## src/rtl/regfile_wb_ctrl.sv

```systemverilog
// regfile_wb_ctrl
// Writeback controller driving the write port of the integer register file
// (32 x 32-bit, x0 hardwired to zero). It merges two writeback sources: the
// single-cycle ALU path, which has priority, and the load/store unit path,
// which is buffered in a small circular FIFO. At most one register-file write
// is issued per cycle, and the write is registered. A pending-write
// scoreboard tracks outstanding destinations for issue-stage hazard checks.
//
// Optional feature: define WB_STARVE_GUARD_EN to enable the LSU starvation
// guard. When enabled, alu_ready drops for one cycle after the FIFO head has
// been blocked by the ALU for MAX_WAIT cycles. When not defined, alu_ready is
// tied high and a continuous ALU stream can starve the FIFO indefinitely.
//
// Parameters:
//   FIFO_DEPTH  LSU writeback FIFO entries (power of two, >= 2)
//   MAX_WAIT    blocked cycles before the starvation guard engages
//
// Ports:
//   clk, rst                  clock (rising edge), async active-high reset
//   alu_valid/ready/rd/data   ALU writeback request and acceptance
//   lsu_valid/ready/rd/data   LSU writeback request; ready = FIFO not full
//   issue_valid, issue_rd     destination of a newly issued instruction
//   rf_we, rf_wa, rf_wd       registered register-file write port
//   pending                   scoreboard, bit i = write to xi outstanding
//   fifo_count                current LSU FIFO occupancy

module regfile_wb_ctrl #(
    parameter int FIFO_DEPTH = 4,
    parameter int MAX_WAIT   = 8
) (
    input  logic                        clk,
    input  logic                        rst,
    input  logic                        alu_valid,
    output logic                        alu_ready,
    input  logic [4:0]                  alu_rd,
    input  logic [31:0]                 alu_data,
    input  logic                        lsu_valid,
    output logic                        lsu_ready,
    input  logic [4:0]                  lsu_rd,
    input  logic [31:0]                 lsu_data,
    input  logic                        issue_valid,
    input  logic [4:0]                  issue_rd,
    output logic                        rf_we,
    output logic [4:0]                  rf_wa,
    output logic [31:0]                 rf_wd,
    output logic [31:0]                 pending,
    output logic [$clog2(FIFO_DEPTH):0] fifo_count
);

    localparam int AW = $clog2(FIFO_DEPTH);
    localparam int CW = AW + 1;

    // Reject configurations the circular buffer cannot support: pointer
    // wrap relies on a power-of-two depth, and the guard needs a positive limit.
    if (FIFO_DEPTH < 2 || (FIFO_DEPTH & (FIFO_DEPTH - 1)) != 0 || MAX_WAIT < 1) begin : g_param_check
        $error("regfile_wb_ctrl: illegal FIFO_DEPTH or MAX_WAIT");
    end

    logic [4:0]    mem_rd   [FIFO_DEPTH];
    logic [31:0]   mem_data [FIFO_DEPTH];
    logic [AW-1:0] wr_ptr;
    logic [AW-1:0] rd_ptr;
    logic [CW-1:0] count;
    logic          fifo_empty;
    logic          fifo_full;
    logic          push;
    logic          pop;
    logic          alu_acc;
    logic          sel_valid;
    logic [4:0]    sel_rd;
    logic [31:0]   sel_data;
    logic          sel_writes;
    logic [31:0]   pending_next;

    assign fifo_empty = (count == '0);
    assign fifo_full  = (count == CW'(FIFO_DEPTH));
    assign lsu_ready  = !fifo_full;
    assign fifo_count = count;

    // A full FIFO refuses a push even if the head leaves in the same cycle,
    // so lsu_ready never depends on the arbitration result.
    assign push    = lsu_valid && !fifo_full;
    assign alu_acc = alu_valid && alu_ready;
    assign pop     = !alu_acc && !fifo_empty;

`ifdef WB_STARVE_GUARD_EN
    localparam int WW = $clog2(MAX_WAIT + 1);

    logic [WW-1:0] wait_cnt;

    assign alu_ready = (wait_cnt != WW'(MAX_WAIT));

    // Counts cycles in which a waiting FIFO head loses to the ALU. Once the
    // limit is reached alu_ready drops, the head wins and pops, and the count
    // restarts. Whenever the FIFO is non-empty and nothing pops, the ALU must
    // have won, so the increment needs no further qualification.
    always_ff @(posedge clk or posedge rst) begin
        if (rst) begin
            wait_cnt <= '0;
        end else if (fifo_empty || pop) begin
            wait_cnt <= '0;
        end else begin
            wait_cnt <= wait_cnt + WW'(1);
        end
    end
`else
    assign alu_ready = 1'b1;
`endif

    // Arbitration: an accepted ALU request always wins; otherwise the FIFO
    // head is taken. The selected write is registered onto the RF port below.
    always_comb begin
        sel_valid = 1'b0;
        sel_rd    = '0;
        sel_data  = '0;
        if (alu_acc) begin
            sel_valid = 1'b1;
            sel_rd    = alu_rd;
            sel_data  = alu_data;
        end else if (!fifo_empty) begin
            sel_valid = 1'b1;
            sel_rd    = mem_rd[rd_ptr];
            sel_data  = mem_data[rd_ptr];
        end
    end

    assign sel_writes = sel_valid && (sel_rd != 5'd0);

    // FIFO storage carries no reset; emptiness is tracked by the pointers
    // and count, so stale contents are never observed after a reset.
    always_ff @(posedge clk) begin
        if (push) begin
            mem_rd[wr_ptr]   <= lsu_rd;
            mem_data[wr_ptr] <= lsu_data;
        end
    end

    // Pointers wrap naturally at the power-of-two depth. A simultaneous push
    // and pop leaves the occupancy unchanged.
    always_ff @(posedge clk or posedge rst) begin
        if (rst) begin
            wr_ptr <= '0;
            rd_ptr <= '0;
            count  <= '0;
        end else begin
            if (push) begin
                wr_ptr <= wr_ptr + AW'(1);
            end
            if (pop) begin
                rd_ptr <= rd_ptr + AW'(1);
            end
            if (push && !pop) begin
                count <= count + CW'(1);
            end else if (pop && !push) begin
                count <= count - CW'(1);
            end
        end
    end

    // Registered write port. A selected write to x0 is consumed but never
    // raises rf_we, and address/data hold whenever no write is issued.
    always_ff @(posedge clk or posedge rst) begin
        if (rst) begin
            rf_we <= 1'b0;
            rf_wa <= '0;
            rf_wd <= '0;
        end else begin
            rf_we <= sel_writes;
            if (sel_writes) begin
                rf_wa <= sel_rd;
                rf_wd <= sel_data;
            end
        end
    end

    // Scoreboard update. The clear is applied first so that a newly issued
    // writer to the same register keeps its bit set; x0 is never pending.
    always_comb begin
        pending_next = pending;
        if (sel_writes) begin
            pending_next[sel_rd] = 1'b0;
        end
        if (issue_valid && issue_rd != 5'd0) begin
            pending_next[issue_rd] = 1'b1;
        end
        pending_next[0] = 1'b0;
    end

    // Scoreboard register.
    always_ff @(posedge clk or posedge rst) begin
        if (rst) begin
            pending <= '0;
        end else begin
            pending <= pending_next;
        end
    end

endmodule
```

## config.mk

```make
export PLATFORM = sky130hd
export DESIGN_NAME = regfile_wb_ctrl
export DESIGN_NICKNAME = d
export VERILOG_FILES = /design/src/rtl/regfile_wb_ctrl.sv
export SDC_FILE = /design/constraint.sdc
export NUM_CORES = 1
export LEC_CHECK = 0
export BUFFER_PORTS_ARGS = -buffer_cell sky130_fd_sc_hd__buf_2
export CORE_MARGIN = 1
export CORE_UTILIZATION = 25
export DETAILED_ROUTE_END_ITERATION = 10
export GPL_TIMING_DRIVEN = 0
export SLEW_MARGIN = 30
export SYNTH_ARGS = -nofsm -noshare
export SYNTH_HDL_FRONTEND = slang
export SYNTH_SLANG_ARGS = --single-unit
```

## constraint.sdc

```tcl
create_clock -name clk -period 3.5 [get_ports clk]
set_input_delay 1.05 -clock clk [delete_from_list [all_inputs] [get_ports clk]]
set_output_delay 1.05 -clock clk [all_outputs]
set_load 0.01 [all_outputs]
```

# Yosys cells after proc, flatten, opt, wreduce, memory -nomap -nowiden
# Memory sizes are Yosys's and may differ from the RTL's.
# Cells that the tools add are included.
# W data, S select, Z words.
# classes
add_sub_neg	4
n_lt_le_gt_ge	4
n_eq_ne	1
n_mux	16
bitwise_logic	3
reduce_logical	17
# op_table
operator	count
$mux W32	4
$and A32 B32 Y32	1
$not A32 Y32	1
$or A32 B32 Y32	1
$lt A5 B6 Y1 const B	2
$demux W1 S5	2
$ge A5 B1 Y1 const B	2
$mux W5	2
$reduce_bool A5 Y1	2
$logic_and A1 B1 Y1	8
$mux W1	6
$mux W3	2
$logic_not A1 Y1	5
$add A2 B1 Y2 const B	2
$add A3 B1 Y3 const B	1
$eq A3 B3 Y1 const B	1
$logic_not A3 Y1	1
$sub A3 B1 Y3 const B	1
$reduce_bool A2 Y1	1
# word_totals
regBits	76
ramBits	148
in_bits	84
memories	2
# mem_list
memory	words	word_bits	read_ports	rd_ports_with_merged_regs	write_ports	line_no	text
mem_data	4	32	1	0	1	60	logic [31:0] mem_data [FIFO_DEPTH];
mem_rd	4	5	1	0	1	59	logic [4:0] mem_rd [FIFO_DEPTH];

# Depth between registers and ports, before layout
# depth
ltp_word	12
depth_mapped	9

# Worst setup path after synthesis
# Ideal clock, no wire load.
# synth_path
path_type	in2reg
startpoint	input port alu_valid
endpoint	register count[1] (netlist: fifo_count[1])
setup_ns	0.125
arrival_ns	2.494
t_required_ns	3.375
path_slack_ns	0.881
path_stages	7
path_cell_list	clkbuf_1 nor2_2 inv_2 ha_1 inv_1 fa_1 mux2_2
# synth_between
elab_chain_len	5
# synth_lines
element	line_no	text
start: declaration	33	input logic alu_valid,
$logic_not A1 Y1 *	84	assign pop = !alu_acc && !fifo_empty;
$logic_and A1 B1 Y1 *	84	
$logic_not A1 Y1	152	if (push && !pop) begin
$logic_and A1 B1 Y1	152	
$mux W3 / $reduce_bool A2 Y1 (equally long branches)	n/a	
end signal: assignment	153	count <= count + CW'(1);
end signal: assignment	155	count <= count - CW'(1);
end: declaration	63	logic [CW-1:0] count;
# Every way passes the cells marked *; elsewhere a longest branch is shown, timed or not.
# A chain may end at the register's enable or synchronous reset.

# Worst setup path in the final report
# layout_path
startpoint	register rd_ptr[1]
endpoint	register rf_wd[1]
# layout_between
elab_chain_len	5
# layout_lines
element	line_no	text
start: declaration	62	logic [AW-1:0] rd_ptr;
start signal: assignment	150	rd_ptr <= rd_ptr + AW'(1);
$mem_v2 Z4 W5	n/a	
$mux W5	120	end else if (!fifo_empty) begin
$mux W5	116	if (alu_acc) begin
$reduce_bool A5 Y1	127	assign sel_writes = sel_valid && (sel_rd != 5'd0);
$logic_and A1 B1 Y1	127	
end signal: assignment	171	rf_wd <= sel_data;
end: declaration	45	output logic [31:0] rf_wd,
# Parallel ways exist; a longest one is shown, timed or not.

==> summary.md <==
| Metric | Value |
|---|---|
| Status | finished with violations |
| Failing checks | design-rule violations |
| Place WS | 0.232 ns |
| Peak VDD IR | 0.357 mV |
| Sequential area share after synthesis | 69.3% |
| Worst-path clk slew | 0.06 ns |
| Antenna-violating nets left | 0 |
| XOR/XNOR Fraction of Synth Area | 0.574% |
| Area contributors post-synth | edfxtp_1, dfrtp_1, mux4_2 |
| Site Rows | 69 |
| Leak Pwr | 4.48 nW |
| Psw | 0.00303 W |
| Register share of total power | 41.1% |
| Drt total wl | 23200 um |
| Max-cap violation count | 0 |
| Fraction of layout cells with a size suffix above 1 | 37.7% |
| CTS Hold Bufs | 0 |
| Port Buffers | 155 |
| Initial antenna violation count | 6 |
| Filler Cell Count | 3536 |
| DRC viols | 22 |
| H-tree levels | 1 |
| Syn Inst Count | 546 |
| Multiplexer share of the synthesized area | 14.0% |
| Drt pass-1 iters | 8 |
| Worst Setup Start Kind | flip-flop |
| Distinct cells, synth | 52 |
| Fin crit period | 2.77 ns |
| Syn avg cell area | 16.8 sq um |
| Internal power | 0.00651 W |
| HPWL after DPL | 15700 um |
| Area growth syn-to-layout | 25.1% |
| Adder-Cell Fraction of Synth Area | 0.902% |
| Final period util | 79.1% |
| Primary FF master, synth | edfxtp_1 |
| Global-route usage over all layers | 12.3% |
| Worst Setup End Kind | flip-flop |
| Core ar. | 0.0358 sq mm |
| WS Path Type | flip-flop to flip-flop |
| Critical Path AT | 3.17 ns |
| Resize count post-CTS | 0 |
| First-pass GRT wire length | 35400 um |
| Synth Area in Simple Gates | 5.77% |
| Post-synthesis compound-gate area fraction | 7.20% |
| Die W | 193 um |
| Via-per-instance ratio | 4.48 |
| GRT Residual Overflow | 0 |
| Worst-Margin Slew | 0.800 ns |
| Finished Core Util | 32.0% |
| Largest net degree at the start of global routing | 53 |
| CTS Buffer Depth | 3 |
| IO Pins | 159 |
| Endpoints failing hold | 0 |
| Hold Crit Class | primary input to asynchronous set/reset pin |
| FMAX | 0.361 GHz |
| Clock power frac | 27.4% |
| Relative slew slack | 46.1% |
| Max FO, Critical Path | 10 |
| Worst setup margin | 0.731 ns |
| Combinational share of power | 31.5% |
| Net Sw Frac | 31.7% |
| Largest family of logic cells by synthesized area | multiplexers |
| Final Skew | 0.0132 ns |
| Power per Cell Area | 833 mW/mm^2 |
| Dominant cell type by area after synthesis | edfxtp_1 |
| Post-layout net count | 822 |
| DR WL/cell | 19.1 um |
| Post-CTS setup buffers | 0 |
| Syn Nets | 636 |
| Die area | 0.0374 sq mm |
| Yosys warns | 0 |
| Die height | 193 um |
| Max-slew violation count | 0 |
| Initial Util | 25.5% |
| Crit path required time | 3.90 ns |
| Vias in the first global route | 5650 |
| #FFs+latches synth | 224 |
| CTS root buffer | clkbuf_16 |
| Num CTS Buffers | 26 |
| RSZ-0062 raised after global routing | false |
| Number of synthesized flops with an enable pin | 148 |
| CTS tree | yes |
| Initial DRC count | 405 |
| Yosys top cell area share | 48.6% |
| GPL Wtd Cong | 0.776 |
| Worst-skew pair later-pin latency | 0.52 ns |
| Post-synthesis async set-or-reset flop share | 33.9% |
| Post-synthesis instance area | 0.00915 sq mm |
| Sink Count | 224 |
| Final setup viols | 0 |
| Vias | 5444 |
registers in the layout, summed over array words and instances (netlist names):
register    count
pending        31
fifo_count      3
rf_we           1
rf_wd          32
mem_data      128
wr_ptr          2
rd_ptr          2
rf_wa           5
mem_rd         20
layout make-up:
class,instances,area [sq um],share of cell area (%)
flip-flops and latches,224,6350,55.4
clock buffers,32,714,6.24
inverters,12,50.0,0.437
plain buffers,24,149,1.30
diodes,3,7.51,0.0656
clock inverters,15,114,0.994
well taps,461,577,5.04
multi-input cells,286,2630,23.0
repair buffers,158,858,7.50
synth_stat cells, types with 6 or more instances:
| cell type | instances |
|---|---|
| nor2_1 | 14 |
| nand2_1 | 58 |
| mux2_4 | 20 |
| mux4_2 | 36 |
| dfrtp_1 | 76 |
| o31ai_1 | 6 |
| edfxtp_1 | 148 |
| o21ai_0 | 38 |
| a22o_1 | 32 |
| mux2_2 | 8 |
| inv_1 | 11 |
| and3_1 | 8 |
| clkbuf_1 | 13 |
metal layers:
metal / wire length [um] / vias to the layer above / GRT usage [%]
met5: 37 / - / 0
met4: 537 / 6 / 2.99
met3: 1440 / 44 / 3.26
met2: 10700 / 154 / 19.8
met1: 10500 / 2736 / 16.7
li1: - / 2504 / -
worst max-delay path: stages (launching register included):
cell      delay (ns)
dfrtp_1         0.35
clkbuf_1        0.49
mux4_2          0.49
nor3_2          0.22
o211ai_2        0.19
nor2_8          0.34
buf_6           0.22
mux2_1          0.33
worst paths after layout:
check,startpoint,end,slack (ns),depth (start not counted)
setup reg to reg,rd_ptr[1],rf_wd[1],0.73,7
max in group asynchronous,rst,wr_ptr[0],2.44,3
setup / recovery,rd_ptr[1],rf_wd[1],0.73,7
hold / removal,rst,rf_wd[26],0.49,2
hold reg to reg,rf_wd[4],rf_wd[4],0.49,1
min in group clk,rf_wd[4],rf_wd[4],0.49,1
power groups by stage:
stage	combinational [W]	sequential, W	clock, W
floorplan	0.00173	0.00411	0
global placement	0.00298	0.00397	0
detailed placement	0.00307	0.00398	0
CTS	0.00308	0.00393	0.00269
global route	0.00328	0.00401	0.00279
finish	0.00300	0.00392	0.00261
stage by stage:
step	TNS, ns	std cells	instance area [sq um]	hold WS [ns]	total power (W)
floorplan	0	546	9150	0.518	0.00584
global placement	-60.00	1162	10500	0.460	0.00695
detailed placement	0	1165	10600	0.466	0.00705
CTS	0	1212	11400	0.485	0.00970
global route	0	1213	11400	0.503	0.0101
finish	0	1215	11400	0.485	0.00954
placed cells by master (no fill, tap or decap), types with 3 or more instances in the layout:
| cell | synthesis | routed |
|---|---|---|
| buf_2 | 3 | 158 |
| edfxtp_1 | 148 | 148 |
| dfrtp_1 | 76 | 76 |
| nand2_1 | 58 | 58 |
| o21ai_0 | 38 | 38 |
| mux4_2 | 36 | 36 |
| a22o_1 | 32 | 32 |
| clkbuf_16 | 0 | 27 |
| mux2_4 | 20 | 20 |
| clkbuf_1 | 13 | 16 |
| nor2_1 | 14 | 14 |
| inv_1 | 11 | 10 |
| mux2_2 | 8 | 8 |
| o31ai_1 | 6 | 6 |
| mux2_1 | 5 | 5 |
| nand3_1 | 5 | 5 |
| ha_1 | 5 | 5 |
| xnor2_1 | 4 | 4 |
| and3_1 | 8 | 4 |
| and3_4 | 0 | 4 |
| clkinv_2 | 0 | 4 |
| clkinv_1 | 0 | 4 |
| diode_2 | 0 | 3 |
| nor3_1 | 3 | 3 |
| and2_1 | 3 | 3 |
| nor4b_1 | 3 | 3 |
| nor2b_1 | 3 | 3 |
| nand2b_1 | 3 | 3 |
| a221o_1 | 3 | 3 |
| clkinvlp_4 | 0 | 3 |
| clkinv_4 | 0 | 3 |
| buf_16 | 0 | 3 |
kinds of logic after synthesis:
group / after synthesis
flip-flops: 224
AND/OR/NAND/NOR: 110
AO/OA/AOI/OAI: 92
multiplexers: 70
buffers and inverters: 36
adder cells (fa/ha/maj): 6
XOR/XNOR: 6
other: 2
No activity file was read; power rests on OpenSTA's default activity.
